<file path="config.mk">
export PLATFORM = sky130hd
export DESIGN_NAME = ifmap_buffer_ctrl
export DESIGN_NICKNAME = d
export VERILOG_FILES = /design/src/rtl/ifmap_buffer_ctrl.sv
export SDC_FILE = /design/constraint.sdc
export NUM_CORES = 1
export LEC_CHECK = 0
export CORE_MARGIN = 2
export CORE_UTILIZATION = 35
export DETAILED_ROUTE_END_ITERATION = 8
export GPL_ROUTABILITY_DRIVEN = 0
export GPL_TIMING_DRIVEN = 0
export MAX_ROUTING_LAYER = met4
export PLACE_DENSITY = 0.75
export SLEW_MARGIN = 20
export SYNTH_ARGS = -nofsm -noshare
export SYNTH_HDL_FRONTEND = slang
export SYNTH_SLANG_ARGS = --single-unit
</file>
<file path="constraint.sdc">
create_clock -name clk_i -period 2.5 [get_ports clk_i]
set_input_delay 0.25 -clock clk_i [delete_from_list [all_inputs] [get_ports clk_i]]
set_output_delay 0.25 -clock clk_i [all_outputs]
set_load 0.05 [all_outputs]
</file>
<file path="src/rtl/ifmap_buffer_ctrl.sv">
// Sequencer for the ifmap double buffer: fills the write bank from a valid/ready stream and
// replays the read bank cfg_passes times through a 2-entry output FIFO.
module ifmap_buffer_ctrl #(
  parameter int unsigned DATA_WIDTH      = 64,
  parameter int unsigned BANK_ADDR_WIDTH = 3,
  parameter int unsigned BANK_DEPTH      = 8,
  parameter int unsigned PASS_WIDTH      = 4
) (
  input  logic                       clk_i,
  input  logic                       rst_i,
  input  logic [PASS_WIDTH-1:0]      cfg_passes_i,
  input  logic                       in_valid_i,
  output logic                       in_ready_o,
  input  logic [DATA_WIDTH-1:0]      in_data_i,
  input  logic                       in_last_i,
  output logic                       wen_o,
  output logic [BANK_ADDR_WIDTH-1:0] wadr_o,
  output logic [DATA_WIDTH-1:0]      wdata_o,
  output logic                       ren_o,
  output logic [BANK_ADDR_WIDTH-1:0] radr_o,
  input  logic [DATA_WIDTH-1:0]      rdata_i,
  output logic                       switch_banks_o,
  output logic                       out_valid_o,
  input  logic                       out_ready_i,
  output logic [DATA_WIDTH-1:0]      out_data_o
);

  localparam int unsigned LenW = BANK_ADDR_WIDTH + 1;

  typedef enum logic {StFilling, StFull} wr_st_e;
  typedef enum logic [1:0] {StIdle, StActive, StDone} rd_st_e;

  wr_st_e                     wr_st_q;
  logic [BANK_ADDR_WIDTH-1:0] wr_cnt_q;
  logic [LenW-1:0]            wr_len_q;
  rd_st_e                     rd_st_q;
  logic [BANK_ADDR_WIDTH-1:0] rd_ptr_q;
  logic [LenW-1:0]            rd_len_q;
  logic [PASS_WIDTH-1:0]      pass_q;
  logic [PASS_WIDTH-1:0]      passes_q;
  logic                       inflight_q;
  logic [DATA_WIDTH-1:0]      fifo_q [2];
  logic                       head_q;
  logic                       tail_q;
  logic [1:0]                 fifo_cnt_q;

  logic                  wr_full, rd_loaded, rd_done, rd_active;
  logic                  wr_last, rd_last, pop, push;
  logic [2:0]            credit_used;
  logic [PASS_WIDTH-1:0] passes_eff;

  always_comb begin
    wr_full     = (wr_st_q == StFull);
    rd_loaded   = (rd_st_q != StIdle);
    rd_done     = (rd_st_q == StDone);
    rd_active   = (rd_st_q == StActive);
    in_ready_o  = !wr_full && !rst_i;
    wen_o       = in_valid_i && in_ready_o;
    wadr_o      = wr_cnt_q;
    wdata_o     = in_data_i;
    out_valid_o = (fifo_cnt_q != 2'd0);
    out_data_o  = fifo_q[head_q];
    pop         = out_valid_o && out_ready_i;
    push        = inflight_q;
    // Words already held or on their way, less the one leaving this cycle.
    credit_used = {1'b0, fifo_cnt_q} + {2'b00, inflight_q} - {2'b00, pop};
    ren_o       = rd_active && (credit_used < 3'd2);
    radr_o      = rd_ptr_q;
    switch_banks_o = wr_full && (!rd_loaded || rd_done) && !inflight_q;
    wr_last     = (wr_cnt_q == BANK_ADDR_WIDTH'(BANK_DEPTH - 1));
    rd_last     = ({1'b0, rd_ptr_q} == rd_len_q - LenW'(1));
    passes_eff  = (cfg_passes_i == '0) ? PASS_WIDTH'(1) : cfg_passes_i;
  end

  always_ff @(posedge clk_i) begin
    if (rst_i) begin
      wr_st_q    <= StFilling;
      wr_cnt_q   <= '0;
      wr_len_q   <= '0;
      rd_st_q    <= StIdle;
      rd_ptr_q   <= '0;
      rd_len_q   <= '0;
      pass_q     <= '0;
      passes_q   <= '0;
      inflight_q <= 1'b0;
      fifo_q[0]  <= '0;
      fifo_q[1]  <= '0;
      head_q     <= 1'b0;
      tail_q     <= 1'b0;
      fifo_cnt_q <= 2'd0;
    end else begin
      if (switch_banks_o) begin
        wr_st_q  <= StFilling;
        wr_cnt_q <= '0;
        rd_st_q  <= StActive;
        rd_len_q <= wr_len_q;
        passes_q <= passes_eff;
        rd_ptr_q <= '0;
        pass_q   <= '0;
      end else begin
        if (wen_o) begin
          if (in_last_i || wr_last) begin
            wr_st_q  <= StFull;
            wr_len_q <= LenW'(wr_cnt_q) + LenW'(1);
          end else begin
            wr_cnt_q <= wr_cnt_q + BANK_ADDR_WIDTH'(1);
          end
        end
        if (ren_o) begin
          if (rd_last) begin
            rd_ptr_q <= '0;
            pass_q   <= pass_q + PASS_WIDTH'(1);
            if (pass_q == passes_q - PASS_WIDTH'(1)) begin
              rd_st_q <= StDone;
            end
          end else begin
            rd_ptr_q <= rd_ptr_q + BANK_ADDR_WIDTH'(1);
          end
        end
      end
      // Buffer returns data one cycle after ren; the credit rule keeps room for it.
      inflight_q <= ren_o;
      if (push) begin
        fifo_q[tail_q] <= rdata_i;
        tail_q         <= ~tail_q;
      end
      if (pop) begin
        head_q <= ~head_q;
      end
      case ({push, pop})
        2'b10:   fifo_cnt_q <= fifo_cnt_q + 2'd1;
        2'b01:   fifo_cnt_q <= fifo_cnt_q - 2'd1;
        default: fifo_cnt_q <= fifo_cnt_q;
      endcase
    end
  end

endmodule

</file>
Word-level counts from Yosys, hierarchy flattened

Memories as Yosys holds them, arrays and structs flattened. A register that Yosys moved wholly into a read port is not among the register bits.
Cells that the tools add are included.

Bits in latches: 0
Bits in writable memories: 128
Register bits: 30
Bits in read-only memories: 0
Input port bits: 137
Memories: 1
Logic and storage cells: 80

Memory list:

| memory | words | width | rd ports | clocked after Yosys merged registers in | wr ports | RTL line | RTL |
|---|---|---|---|---|---|---|---|
| fifo_q | 2     | 64    | 1        | 1                                       | 2        | 42       | `logic [DATA_WIDTH-1:0] fifo_q [2];` |

Multipliers: 0
Reductions and logical operators: 27
Mux-type cells: 17
Divide/modulo/power cells: 0
Order comparisons: 1
$add $sub $neg: 10
Shift operators: 0
Bitwise gates (word level): 4
Eq/ne operators: 7

Operators by type and width:

| kind                                               | number |
|---|---|
| 2-to-1 mux 64 bit                                  | 1 |
| OR reduction 64 bit                                | 1 |
| 2-to-1 mux 1 bit                                   | 13 |
| nonzero test 2 bit                                 | 6 |
| AND reduction 3 bit                                | 3 |
| subtractor 4 x 1 -> 4 bit, second input constant   | 2 |
| adder 3 x 1 -> 3 bit, second input constant        | 2 |
| logical AND 1 bit                                  | 6 |
| AND reduction 2 bit                                | 3 |
| adder 3 x 1 -> 4 bit, second input constant        | 1 |
| adder 4 x 1 -> 4 bit, second input constant        | 1 |
| == test 2 x 1 -> 1 bit, second input constant      | 2 |
| == test 2 bit, second input constant               | 2 |
| == test 3 x 4 -> 1 bit                             | 1 |
| == test 4 bit                                      | 1 |
| zero test 1 bit                                    | 4 |
| zero test 4 bit                                    | 1 |
| 2-to-1 mux 4 bit                                   | 1 |
| inverter 1 bit                                     | 4 |
| one-hot mux 2 bit (2 select lines)                 | 1 |
| adder 2 x 1 -> 3 bit                               | 1 |
| == test 3 bit, second input constant               | 1 |
| < comparator 3 x 2 -> 1 bit, second input constant | 1 |
| 2-to-1 mux 3 bit                                   | 1 |
| other kinds (5)                                    | 6 |

Logic depth before layout (Yosys ltp)

Depth after elaboration: 7
Mapped depth: 9
Gate-level depth less buffers: 8

Worst setup path before layout

Ideal clock, no wire load.

Kind: input to register
Start point: in rst_i
End point: mem fifo_q[0][0], enable pin
Arrival: 2,147 ps
Slack: -67 ps
Data required time: 2,079 ps
Stages: 3
Buffers on the path: 2
Cell sequence: clkbuf_1 -> clkbuf_1 -> a21o_1

RTL lines:

| what        | RTL line | RTL |
|---|---|---|
| from (decl) | 10       | `input logic rst_i,` |
| to (decl)   | 42       |  |

Worst setup path in the final report

Start point: in out_ready_i
End point: out ren_o

Cells in the longest elaborated chain, start to end: 4

RTL lines:

| what                        | RTL line | RTL |
|---|---|---|
| from (decl)                 | 24       | `input logic out_ready_i,` |
| logical AND 1 bit           | 63       | `pop = out_valid_o && out_ready_i;` |
| subtractor 3 x 1 -> 3 bit   | 66       | `credit_used = {1'b0, fifo_cnt_q} + {2'b00, inflight_q} - {2'b00, pop};` |
| < comparator 3 x 2 -> 1 bit | 67       | `ren_o = rd_active && (credit_used < 3'd2);` |
| logical AND 1 bit           | 67       |  |
| to (decl)                   | 19       | `output logic ren_o,` |

No other way between the ends.

==> metrics.md <==
| Metric | Value |
|---|---|
| DRC | `0` |
| Core Rows | `53` |
| Register-to-Register Setup Slack | `approximately 170 ps` |
| Wire per inst | `between 10 and 15 µm` |
| Area leader, netlist | `edfxtp_1` |
| Worst Path Buf+Inv | `2` |
| Initial core utilization | `between 30 and 40%` |
| Clock skew | `about 5 ps` |
| Port bufs | `approximately 210` |
| Root buffer cell | `clkbuf_16` |
| Post-route ant nets | `0` |
| Final setup fails | `0` |
| Post-synthesis simple-gate area fraction | `approximately 16%` |
| Arr. time, crit path | `between 2000 and 2500 ps` |
| Critical register-to-register path startpoint | `fifo_cnt_q[0]$_SDFFE_PP0P_` |
| Cells after synthesis | `about 580` |
| CP max-delay cell | `clkdlybuf4s50_1` |
| Crit path max-delay family | `simple AND/OR/NAND/NOR gates` |
| Clock transition at path regs | `roughly 60 ps` |
| Initial antenna violation count | `0` |
| Placed Instances | `1069` |
| Worst R2R End | `pass_q[2]$_SDFFE_PP0P_` |
| Most frequent cells after synthesis | `and2_1 (129), edfxtp_1 (128), buf_4 (64), mux2_2 (64), dfxtp_1 (31)` |
| Pwr dens | `between 600 and 700 nW/µm²` |
| Mux cell area share after synthesis | `10.7%` |
| Synth Area in Compound Gates | `1.84%` |
| Die Span Y | `150 µm` |
| Main combinational cell family by area after synthesis | `simple AND/OR/NAND/NOR gates` |
| Worst Tran Pin Value | `slightly below 900 ps` |
| Leakage | `4.21 nW` |
| Final period util | `98.9%` |
| Max stage delay on crit path | `around 470 ps` |
| Synth unique cells | `between 40 and 50` |
| Area of the core | `~21000 µm²` |
| Worst slew margin | `40.3%` |
| Antenna diodes | `0` |
| Global route overflow | `0` |
| Hold path depth | `3` |
| Area grow syn2layout | `41.2%` |
| Startpoint types | `input port` |
| CTS tree | `built` |
| Status | `finished, final reports clean` |
| Pre-antenna DRT Iters | `4` |
| Layout cell share with drive strength beyond 1 | `a little under a quarter` |
| First-pass GRT wire length | `25200 µm` |
| Yosys top cell area share | `51.4%` |
| Utilization after layout | `between 50% and 60%` |
| Tmin final | `between 2000 and 2500 ps` |
| Data required, critical path | `around 2300 ps` |
| H-tree level count | `4` |
| Number of synthesized flops with an enable pin | `between 100 and 150` |
| Crit. End Element | `output port` |
| Mapped Area | `7480 µm²` |
| Vias | `slightly below 5k` |
| Clk Latency, worst-skew pair | `~420 ps` |
| Most frequent CP cell | `and3b_2` |
| RSZ-0062 raised after global routing | `true` |
| VDD IR max | `between 0.0004 and 0.0005 V` |
| Nets | `961` |
| Final Hold Viols | `0` |
| DR iter-0 viols | `about 240` |
| Non-filler cells, final | `around 1.1k` |
| Vias in the first global route | `between 4k and 5k` |
| Syn Area/Cell | `approximately 13 µm²` |
| CP Cell Sequence | `clkdlybuf4s50_1 > and3b_2 > or2_4 > nand2_2 > fa_1 > and3b_2 > and2_4 > buf_8` |
| Post-Syn Nets | `725` |
| Synth area leaders | `edfxtp_1 (51%), and2_1 (11%), mux2_2 (9.6%)` |
| Max Slew Vio Count | `0` |
| Worst hold path type | `input port to flip-flop` |
| Synth Warn # | `0` |
| WL final | `16600 µm` |
| R2R depth | `8` |
| HP Start | `cfg_passes_i[2]` |
| CP max FO | `4` |
| Main synth FF type | `edfxtp_1` |
| Synth Area in Adders | `1.27%` |
| Die X | `between 150 and 200 µm` |
| Number of buffers created by CTS | `17` |
| Clk buf depth | `2` |
| Hold buffers post-CTS | `0` |
| Area share of xor/xnor cells in the synthesized design | `under 10%` |
| Critical path class | `input port to output port` |
| Hold worst-path end | `passes_q[2]$_SDFFE_PP0P_` |
| I/O Pins | `276` |
| Max cap viols | `0` |
| Max frequency | `0.405 GHz` |
| Count leader, synth | `and2_1` |
| Global Route Usage Sum | `between 10% and 20%` |
| Clock tree sinks | `around 160` |
| Via-to-Cell Ratio | `about 4.4` |
| Maximum number of pins on one net before global-route repair | `38` |
| Final HPWL DP | `between 10000 and 15000 µm` |
| Sequential element share of the synthesized area | `just under 60%` |
| Die ar. | `between 20000 and 25000 µm²` |
| #FFs+latches synth | `about 160` |
| Ys async rst share | `0%` |
placed cells by master, fill, tap and decap left out, types with 3 or more instances in the layout:
master / instances
a21oi_1: 11
clkdlybuf4s50_1: 148
dlygate4sd2_1: 61
nor3_1: 7
mux2_2: 64
clkbuf_2: 9
a211oi_1: 3
clkbuf_16: 17
nor2_1: 15
clkbuf_1: 15
buf_4: 70
xor2_1: 8
nand3_1: 4
xnor2_1: 7
clkinv_2: 3
nand2_1: 26
inv_6: 6
inv_1: 6
nor2b_1: 3
dfxtp_1: 28
ha_1: 6
mux2i_1: 8
edfxtp_1: 128
or3_1: 3
and2_1: 128
registers in the layout, summed over array words and instances (netlist names), 2 cells and up, named ones only:
signal,count
fifo_q,128
passes_q,4
pass_q,4
radr_o,3
rd_st_q,2
wr_len_q,4
rd_len_q,4
wadr_o,3
fifo_cnt_q,2
how the worst max path moves through the flow:
stage | start | end | slack, ps | cells after the start
4_1_cts | fifo_cnt_q[1]$_SDFFE_PP0P_ | ren_o | -250 | 8
3_5_place_dp | out_ready_i | ren_o | -710 | 9
3_3_place_gp | rst_i | fifo_q[1][49]$_SDFFCE_PN0P_ | -980 | 4
6_report | out_ready_i | ren_o | 30 | 8
5_1_grt | fifo_cnt_q[0]$_SDFFE_PP0P_ | ren_o | -60 | 7
2_1_floorplan | wr_full$_SDFFE_PP0P_ | wr_len_q[1]$_SDFFE_PP0P_ | 50 | 5
area by class of cell:
class                           instances  area, µm²
Inverter                                7       28.8
Clock buffer                           17        425
Multi-Input combinational cell        323       2410
Tap cell                              275        344
Buffer                                 90        604
Fill cell                            1833      10500
Clock inverter                         15        158
Timing Repair Buffer                  219       2120
Sequential cell                       159       4470
metal layers:
metal	GRT usage (%)	vias up	wire length [µm]
li1	-	2425	-
met1	17.7	2329	6870
met2	25.2	149	8340
met3	4.48	14	1190
met4	4.29	0	158
met5	-	-	0
worst reg2reg max path, delay by kind of cell (launching register included):
kind | cells | cell delay, ps
adders and majority gates | 1 | 470
and+or+nand+nor | 5 | 850
AOI/OAI and AO/OA | 1 | 410
DFF | 1 | 330
muxes | 1 | 210
cells by family (layout without fill, tap and decap cells):
kind of cell / count (synthesis) / in the layout
xor gates and xnor gates: 16 / 16
DFF: 159 / 159
buffers and inverters: 99 / 348
muxes: 72 / 72
and+or+nand+nor: 208 / 208
AOI/OAI and AO/OA: 20 / 20
adders and majority gates: 7 / 7
metrics by stage:
step | hold slack (ps) | power (W) | area (µm²) | setup TNS, ps | setup WS, ps
after floorplan | 386 | 0.00374 | 7480 | 0 | 46.2
after global placement | 448 | 0.00414 | 9940 | -137970 | -975
after detailed placement | 447 | 0.00416 | 9990 | -46960 | -708
after CTS | 403 | 0.00671 | 10500 | -250 | -250
after global routing | 423 | 0.00688 | 10600 | -59.1 | -59.1
final | 429 | 0.00663 | 10600 | 0 | 28.0
repair_timing:
item                                    CTS  global route
buffers inserted                          0             6
pin swaps                                 0             4
cloned                                    0             0
endpoints found under the setup margin  105            10
gates resized for setup                  79            12
power by group:
group	total, W	switching [W]	leakage [nW]	internal, W
clock	0.00257	0.00109	0.285	0.00149
combinational	0.00108	0.000657	2.34	0.000419
sequential	0.00298	0.0000310	1.58	0.00295
Power figures use the tool's default switching activity.
